[src/rtl/alu_wb_pkg.sv]
// rtl/alu_wb_pkg.sv - opcodes, flag bit indices and opcode classification for the ALU writeback stage
package alu_wb_pkg;

  localparam logic [5:0] OP_ADD = 6'b001001;
  localparam logic [5:0] OP_ADC = 6'b001010;
  localparam logic [5:0] OP_SUB = 6'b001011;
  localparam logic [5:0] OP_SBB = 6'b001100;
  localparam logic [5:0] OP_AND = 6'b001101;
  localparam logic [5:0] OP_OR  = 6'b001110;
  localparam logic [5:0] OP_XOR = 6'b001111;
  localparam logic [5:0] OP_NOT = 6'b010000;
  localparam logic [5:0] OP_SHL = 6'b010001;
  localparam logic [5:0] OP_SHR = 6'b010010;
  localparam logic [5:0] OP_SAR = 6'b010011;
  localparam logic [5:0] OP_ROL = 6'b010100;
  localparam logic [5:0] OP_ROR = 6'b010101;
  localparam logic [5:0] OP_MOV = 6'b010110;
  localparam logic [5:0] OP_CMP = 6'b010111;
  localparam logic [5:0] OP_NEG = 6'b011000;
  localparam logic [5:0] OP_INC = 6'b011001;
  localparam logic [5:0] OP_DEC = 6'b011010;

  localparam int FLAG_ZF = 0;
  localparam int FLAG_CF = 1;
  localparam int FLAG_NF = 2;
  localparam int FLAG_OF = 3;

  typedef enum logic [1:0] {
    CLS_WRITE,
    CLS_FLAGONLY,
    CLS_ILLEGAL
  } op_class_e;

  // CMP only touches flags; everything else in the ALU range writes a register.
  function automatic op_class_e classify(input logic [5:0] op);
    if (op == OP_CMP) begin
      return CLS_FLAGONLY;
    end else if ((op >= OP_ADD) && (op <= OP_DEC)) begin
      return CLS_WRITE;
    end else begin
      return CLS_ILLEGAL;
    end
  endfunction

endpackage

[src/rtl/alu_wb_fifo.sv]
// rtl/alu_wb_fifo.sv - in-order writeback buffer, head presented straight from storage
module alu_wb_fifo #(
  parameter int DEPTH = 4,
  parameter int WIDTH = 19
) (
  input  logic             clk,
  input  logic             rst_n,
  input  logic             s_tvalid,
  output logic             s_tready,
  input  logic [WIDTH-1:0] s_tdata,
  output logic             m_tvalid,
  input  logic             m_tready,
  output logic [WIDTH-1:0] m_tdata
);

  localparam int AW = $clog2(DEPTH);

  logic [AW:0]      wr_ptr;
  logic [AW:0]      rd_ptr;
  logic [WIDTH-1:0] mem [DEPTH];
  logic             full;
  logic             empty;
  logic             push;
  logic             pop;

  // Extra pointer MSB distinguishes full from empty when the index bits match.
  assign empty = (wr_ptr == rd_ptr);
  assign full  = (wr_ptr[AW] != rd_ptr[AW]) && (wr_ptr[AW-1:0] == rd_ptr[AW-1:0]);

  assign s_tready = !full;
  assign m_tvalid = !empty;
  assign push     = s_tvalid && !full;
  assign pop      = m_tready && !empty;

  // Stale storage is masked so an empty buffer always presents zeros.
  assign m_tdata = empty ? '0 : mem[rd_ptr[AW-1:0]];

  // Pointer advance; pointers wrap naturally through the extra MSB.
  always_ff @(posedge clk or negedge rst_n) begin
    if (!rst_n) begin
      wr_ptr <= '0;
      rd_ptr <= '0;
    end else begin
      if (push) wr_ptr <= wr_ptr + {{AW{1'b0}}, 1'b1};
      if (pop)  rd_ptr <= rd_ptr + {{AW{1'b0}}, 1'b1};
    end
  end

  // Entry storage needs no reset; the empty mask hides its contents.
  always_ff @(posedge clk) begin
    if (push) mem[wr_ptr[AW-1:0]] <= s_tdata;
  end

endmodule

[src/rtl/alu_wb_stage.sv]
// rtl/alu_wb_stage.sv - ALU writeback/status stage; ALU_WB_STICKY_OF_EN makes OF sticky until of_clr
module alu_wb_stage
  import alu_wb_pkg::*;
#(
  parameter int FIFO_DEPTH = 4,
  parameter int REG_AW     = 3
) (
  input  logic              clk,
  input  logic              rst_n,
  input  logic              in_valid,
  output logic              in_ready,
  input  logic [5:0]        in_opcode,
  input  logic [15:0]       in_result,
  input  logic              in_zf,
  input  logic              in_cf,
  input  logic              in_nf,
  input  logic              in_of,
  input  logic [REG_AW-1:0] in_rd,
  output logic              wb_valid,
  input  logic              wb_ready,
  output logic [REG_AW-1:0] wb_addr,
  output logic [15:0]       wb_data,
  output logic [3:0]        flags,
  output logic [15:0]       retire_cnt,
  input  logic              of_clr
);

  localparam int DW = REG_AW + 16;

  op_class_e        cls;
  logic             accept;
  logic             push;
  logic             flag_upd;
  logic [DW-1:0]    head;

  assign cls      = classify(in_opcode);
  assign accept   = in_valid && in_ready;
  assign push     = accept && (cls == CLS_WRITE);
  assign flag_upd = accept && (cls != CLS_ILLEGAL);

  alu_wb_fifo #(
    .DEPTH (FIFO_DEPTH),
    .WIDTH (DW)
  ) u_fifo (
    .clk      (clk),
    .rst_n    (rst_n),
    .s_tvalid (push),
    .s_tready (in_ready),
    .s_tdata  ({in_rd, in_result}),
    .m_tvalid (wb_valid),
    .m_tready (wb_ready),
    .m_tdata  (head)
  );

  assign wb_addr = head[DW-1:16];
  assign wb_data = head[15:0];

  // Lower flags always track the most recently accepted flag-producing instruction.
  always_ff @(posedge clk or negedge rst_n) begin
    if (!rst_n) begin
      flags[FLAG_NF:FLAG_ZF] <= 3'b000;
    end else if (flag_upd) begin
      flags[FLAG_NF:FLAG_ZF] <= {in_nf, in_cf, in_zf};
    end
  end

`ifdef ALU_WB_STICKY_OF_EN
  // Sticky OF: a setting accept beats a coincident clear.
  always_ff @(posedge clk or negedge rst_n) begin
    if (!rst_n) begin
      flags[FLAG_OF] <= 1'b0;
    end else if (flag_upd && in_of) begin
      flags[FLAG_OF] <= 1'b1;
    end else if (of_clr) begin
      flags[FLAG_OF] <= 1'b0;
    end
  end
`else
  logic unused_of_clr;
  assign unused_of_clr = of_clr;

  // OF behaves like the other flags.
  always_ff @(posedge clk or negedge rst_n) begin
    if (!rst_n) begin
      flags[FLAG_OF] <= 1'b0;
    end else if (flag_upd) begin
      flags[FLAG_OF] <= in_of;
    end
  end
`endif

  // Count completed register-file writes; wraps at 16 bits.
  always_ff @(posedge clk or negedge rst_n) begin
    if (!rst_n) begin
      retire_cnt <= 16'h0000;
    end else if (wb_valid && wb_ready) begin
      retire_cnt <= retire_cnt + 16'h0001;
    end
  end

endmodule

[config.mk]
export PLATFORM = sky130hd
export DESIGN_NAME = alu_wb_stage
export DESIGN_NICKNAME = d
export VERILOG_FILES = /design/src/rtl/alu_wb_pkg.sv /design/src/rtl/alu_wb_fifo.sv /design/src/rtl/alu_wb_stage.sv
export SDC_FILE = /design/constraint.sdc
export NUM_CORES = 1
export LEC_CHECK = 0
export ABC_AREA = 1
export CORE_MARGIN = 2
export CORE_UTILIZATION = 43
export CTS_CLUSTER_DIAMETER = 80
export CTS_CLUSTER_SIZE = 30
export DETAILED_ROUTE_END_ITERATION = 10
export PLACE_DENSITY = 0.69
export SETUP_SLACK_MARGIN = 0.1
export SYNTH_ARGS = -nofsm -noshare
export SYNTH_HDL_FRONTEND = slang
export SYNTH_HIERARCHICAL = 1
export SYNTH_SLANG_ARGS = --single-unit
[constraint.sdc]
create_clock -name clk -period 4.08 [get_ports clk]
set_clock_uncertainty 0.2 [all_clocks]
set_input_delay 0.816 -clock clk [delete_from_list [all_inputs] [get_ports clk]]
set_output_delay 0.816 -clock clk [all_outputs]
set_load 0.05 [all_outputs]
==> metrics.txt <==
Worst Path Arrival=2140 ps; Top Ports=75; unrepaired setup endpoints after global routing=no; Die Area=11,530 um^2; TritonCTS clock tree=done; worst slew pin tran=526.0 ps; synthesized-area fraction occupied by adder cells=0.01634; max frequency=0.3170 GHz; pwr dens=786.1 nW/um^2; worst hold margin=285.3 ps; status=finished, final reports clean; Crit path required time=3060 ps; RePlAce Congestion=0.7350; peak fanout along the critical path=28; max-cap viol count=0; mapped cell area=4594 um^2; Core ar.=10,370 um^2; WL/cell=13.67 um; P_sw=2.058 mW; # fillers=882; syn avg cell area=10.54 um^2; Layout Nets=554; area leader, netlist=edfxtp_1; largest family of logic cells by synthesized area=simple AND/OR/NAND/NOR gates; clk_lat worst skew=360 ps; post-synthesis mux area share=0; GRT Residual Overflow=0; CP max stage delay=650 ps; largest net degree at the start of global routing=41; # clock sinks=102; TNS Setup=0 ps; clock period minus worst slack=3155 ps; Final setup viols=0; fin crit share=0.7733; Diodes inserted=0; Cell Int Power=2.518 mW; synth warn=6; Fin. Hold Viols=0; Unique masters post-synth=32; Leakage=2.490 nW; compound-gate portion of the synthesized area=0.06836; Worst-path clk slew=100 ps; area growth from synthesis to layout=26.72%; share of the synthesized area in the top cell type=0.4967; combinational share of power=0.579; cell area after layout=5822 um^2; Cell Chain, Critical Path=buf_4, nor2_1, nor2_1, o21ai_1, o21ai_1, nand2_1, inv_1, buf_12; # hold bufs at CTS=0; vias in the first global route=3,176; Worst slew margin=0.6482; Buffers on Ports=73; Starting Density=0.4431; Clock power frac=0.127; Sw Share=0.4497; Peak VDD IR=0.4219 mV; Vias=3,216; die height=107.4 um; most frequent cells in the layout=nand2_1, edfxtp_1, nor2_1; H-tree depth=3; post-route ant nets=0; sequential power share=0.294; row count=37; post-synthesis simple-gate area fraction=0.1890; first-pass GRT wire length=14,970 um; CTS Buffer Depth=2; DRC Markers=0; FF+latch count, synth=102; Synth Area in XOR/XNOR=0.01906; postcts setup bufs=0; post-cts resize count=0; post-synth net total=476; WS Path Type=reg2out; DRT Pass-1 Iters=4; share of layout cells above drive strength 1=0.1233; GR Util All Layers=0.1658; Seq/Total Area, Yosys=0.6383; CP startpoint kind=flip-flop; initial drt markers=160; crit path capture type=output port; HPWL after DPL=5807 um; Root Driver=clkbuf_8; post-synthesis instance total=436; Routed WL=8956 um; initial antenna violation count=0; top post-synthesis cells by area=edfxtp_1, dfrtp_1, nand2_1, nor2_1, inv_1; via-per-instance ratio=4.910; dpl cell area=5644 um^2; max-slew violations=0; Worst path slowest cell=dfrtp_1; min-delay worst type=reg2reg; Num CTS Buffers=9; commonest non-fill, non-tap cell in the layout=nand2_1; Die W=107.4 um
-- critical path: cells and delay by family, from the launching register on --
family	cells	cell delay, ps
AND/OR/NAND/NOR	3	290
flip-flops	1	650
AO/OA/AOI/OAI	2	200
buffers and inverters	3	650
-- Yosys cell counts (all sizes together) --
| cell | number |
|---|---|
| clkbuf | 4 |
| o21bai | 1 |
| nand4 | 4 |
| edfxtp | 76 |
| nand3 | 18 |
| o21ai | 58 |
| nand3b | 1 |
| a31oi | 1 |
| inv | 50 |
| nor2 | 72 |
| dfrtp | 26 |
| dlymetal6s2s | 1 |
| xor2 | 8 |
| nor3 | 3 |
| buf | 9 |
| nand2 | 96 |
| ha | 6 |
| xnor2 | 2 |
-- layer usage --
layer,vias to the layer above,GRT usage,wire (um)
met4,0,0.04853,88
met3,10,0.03995,464
met1,1544,0.2099,4000
li1,1581,-,-
met5,-,0,0
met2,81,0.2835,4403
-- sequential cells by signal, indices dropped and copies added (netlist names) --
register       cells
u_fifo/mem        76
retire_cnt        16
flags              4
u_fifo/rd_ptr      3
u_fifo/wr_ptr      3
-- kinds of logic after synthesis --
group / Yosys count
adder cells (fa/ha/maj): 6
AO/OA/AOI/OAI: 60
flip-flops: 102
AND/OR/NAND/NOR: 194
XOR/XNOR: 10
buffers and inverters: 64
-- path summary, 6_finish.rpt --
kind                       depth (start not counted)                           end                         start  slack, ps
setup / recovery                                   8                    wb_addr[0]  u_fifo/rd_ptr[0]$_DFFE_PN0P_        930
hold / removal                                     2          flags[3]$_DFFE_PN0P_          flags[3]$_DFFE_PN0P_        290
setup reg to reg                                  11    u_fifo/mem[0][1]$_DFFE_PP_  u_fifo/rd_ptr[0]$_DFFE_PN0P_        930
hold reg to reg                                    2          flags[3]$_DFFE_PN0P_          flags[3]$_DFFE_PN0P_        290
max in group asynchronous                          2  u_fifo/rd_ptr[1]$_DFFE_PN0P_                         rst_n       2810
min in group asynchronous                          2    retire_cnt[14]$_DFFE_PN0P_                         rst_n        610
-- power by group through the flow --
stage	combinational, mW	sequential [mW]	clock [mW]
after floorplan	1.46	1.49	0
after global placement	2.61	1.36	0
after detailed placement	2.66	1.37	0
after CTS	2.67	1.35	0.598
after global routing	2.85	1.36	0.634
final	2.65	1.35	0.583
-- per-stage QoR --
step                worst slack [ps]  power [mW]  instances    util
global placement               869.1       3.978        639  0.5443
CTS                            913.9       4.616        655  0.5614
detailed placement             802.9       4.033        639  0.5443
finish                         925.0       4.576        655  0.5614
floorplan                      892.3       2.956        436       -
global route                   598.7       4.843        655  0.5614
-- layout make-up --
cell class | count | area, um^2 | area share
Clock buffer | 9 | 123.9 | 0.02128
Sequential cell | 102 | 2933 | 0.5038
Timing Repair Buffer | 81 | 1001 | 0.1719
Clock inverter | 7 | 53.80 | 0.009241
Multi-Input combinational cell | 270 | 1353 | 0.2323
Inverter | 50 | 187.7 | 0.03224
Tap cell | 136 | 170.2 | 0.02923
Note: power is estimated with default switching activity, not from simulation.
==> edit: new RTL, config.mk and constraints unchanged <==
Put one more register stage on the output `retire_cnt`, without a reset. The value now appears one clock later. The other outputs are not delayed to match.
--- a/src/rtl/alu_wb_stage.sv
+++ b/src/rtl/alu_wb_stage.sv
@@ -26,6 +26,8 @@
 );
 
   localparam int DW = REG_AW + 16;
+
+  logic [15:0] retire_cnt_s0;
 
   op_class_e        cls;
   logic             accept;
@@ -92,10 +94,14 @@
   // Count completed register-file writes; wraps at 16 bits.
   always_ff @(posedge clk or negedge rst_n) begin
     if (!rst_n) begin
-      retire_cnt <= 16'h0000;
+      retire_cnt_s0 <= 16'h0000;
     end else if (wb_valid && wb_ready) begin
-      retire_cnt <= retire_cnt + 16'h0001;
+      retire_cnt_s0 <= retire_cnt_s0 + 16'h0001;
     end
+  end
+
+  always_ff @(posedge clk) begin
+    retire_cnt <= retire_cnt_s0;
   end
 
 endmodule
Behaviour: not the same (Yosys sat finds a counterexample within 4 cycles, from zero or initial values and one cycle with rst_n low).
==> edit against the original RTL <==
- setup slack better by 200 ps
- hold slack worse by 56 ps
- sequential cell count grew 16
- critical path depth is 1 lower
- total power up 22%
- maximum frequency rose by 6.6%
- synthesized area grew 6.6%
- wire length up 5.1%
- design area grew 12%
- die area up 6.3%
- critical path type unchanged
- largest cell class unchanged
==> edit: results (changes against the original RTL) <==
WL met3 587 µm (+27%); GR met3 Demand/Resource 5.30% (+1.3 points); Primary FF master, synth edfxtp_1; CTS root buffer clkbuf_16; GRT met2 Usage 27.2% (-1.1 points); clk slew on worst S/H paths 50 ps (-50 ps); met1 Usage GRT 18.8% (-2.1 points); CP top delay family simple AND/OR/NAND/NOR gates; compound-cell area share of the yosys netlist 6.21% (-0.63 points); hold_sp retire_cnt_s0[11]; Max H-tree Level 4 (+1); syn_nets 487 (+2.3%); crit path DAT 1940 ps (-200 ps); final wirelength 9420 µm (+5.1%); CTS buffer count 17 (+8); post-DP HPWL 5850 µm (+0.71%); outcome finished clean; met2 routed WL 4580 µm (+4.1%); largest vdd supply drop 0.652 mV (+55%); Synth async-reset ratio 22.0% (-3.5 points); total vias in the final route 3,299 (+2.6%); Adder-Cell Fraction of Synth Area 1.53% (-0.10 points); Yosys cell types 34 (+6.3%); initial antenna violation count 0 (unchanged); Placed Area 5950 µm² (+5.4%); Min-Delay Endpoint retire_cnt[11]; terminus of the critical flop-to-flop path u_fifo/mem[2][1]; post-place setup slack 777 ps (-26.1 ps); fraction of layout cells with a size suffix above 1 14.5% (+2.1 points); gr usage total 16.0% (-0.55 points); WL met1 4130 µm (+3.4%); sw power 2.20 mW (+7.0%); Final nets 573 (+3.4%); DRT iter0 DRCs 200 (+25%); critical path fanouts, max 26 (-7.1%); largest stage delay on the critical path 430 ps (-220 ps); first-pass GRT wire length 15,600 µm (+4.1%); xor/xnor share of the synthesized area 1.79% (-0.12 points); Worst-Skew Late Latency 400 ps (+40 ps); sequential share of the synthesized area 66.4% (+2.6 points); worst-margin pin slew 527 ps (+1.48 ps); WHS Path Cells 0 (-2); Post-synth top cells nand2_1 (87), edfxtp_1 (76), nor2_1 (66), inv_1 (45), o21ai_1 (30)
edit: worst max-delay path by stage:
stage                                start           endpoint  slack [ps]
after floorplan           u_fifo/rd_ptr[0]   u_fifo/mem[0][0]         830
after global placement        in_opcode[0]   u_fifo/mem[3][9]         850
after CTS                 u_fifo/wr_ptr[0]         wb_data[1]        1110
after detailed placement      in_opcode[2]  u_fifo/mem[3][13]         780
after global routing      u_fifo/wr_ptr[0]  u_fifo/mem[3][16]         850
final                     u_fifo/wr_ptr[0]         wb_data[1]        1120
edit: cell families (layout without fill, tap and decap cells):
group,count (synthesis),after routing
and+or+nand+nor,193,193
DFF,118,118
buffers and inverters,60,159
xor gates and xnor gates,10,10
adders and majority gates,6,6
AOI/OAI and AO/OA,60,60
edit: power by group through the flow:
stage / logic (mW) / registers, mW / clock network [mW]
6_report: 2.65 / 1.53 / 1.39
5_1_grt: 2.82 / 1.55 / 1.46
4_1_cts: 2.67 / 1.53 / 1.41
3_3_place_gp: 2.62 / 1.54 / 0
2_1_floorplan: 1.45 / 1.69 / 0
3_5_place_dp: 2.66 / 1.55 / 0
edit: through the flow:
stage | instances | total power [mW]
4_1_cts | 686 | 5.61
6_report | 686 | 5.56
2_1_floorplan | 447 | 3.14
3_3_place_gp | 654 | 4.17
3_5_place_dp | 654 | 4.21
5_1_grt | 686 | 5.83
edit: cell type report:
cell class / instances / area, µm²
Timing Repair Buffer: 81 / 1000
Multi-Input combinational cell: 269 / 1350
Clock buffer: 17 / 425
Fill cell: 873 / 4470
Inverter: 46 / 173
Sequential cell: 118 / 3250
Clock inverter: 15 / 139
Tap cell: 140 / 175
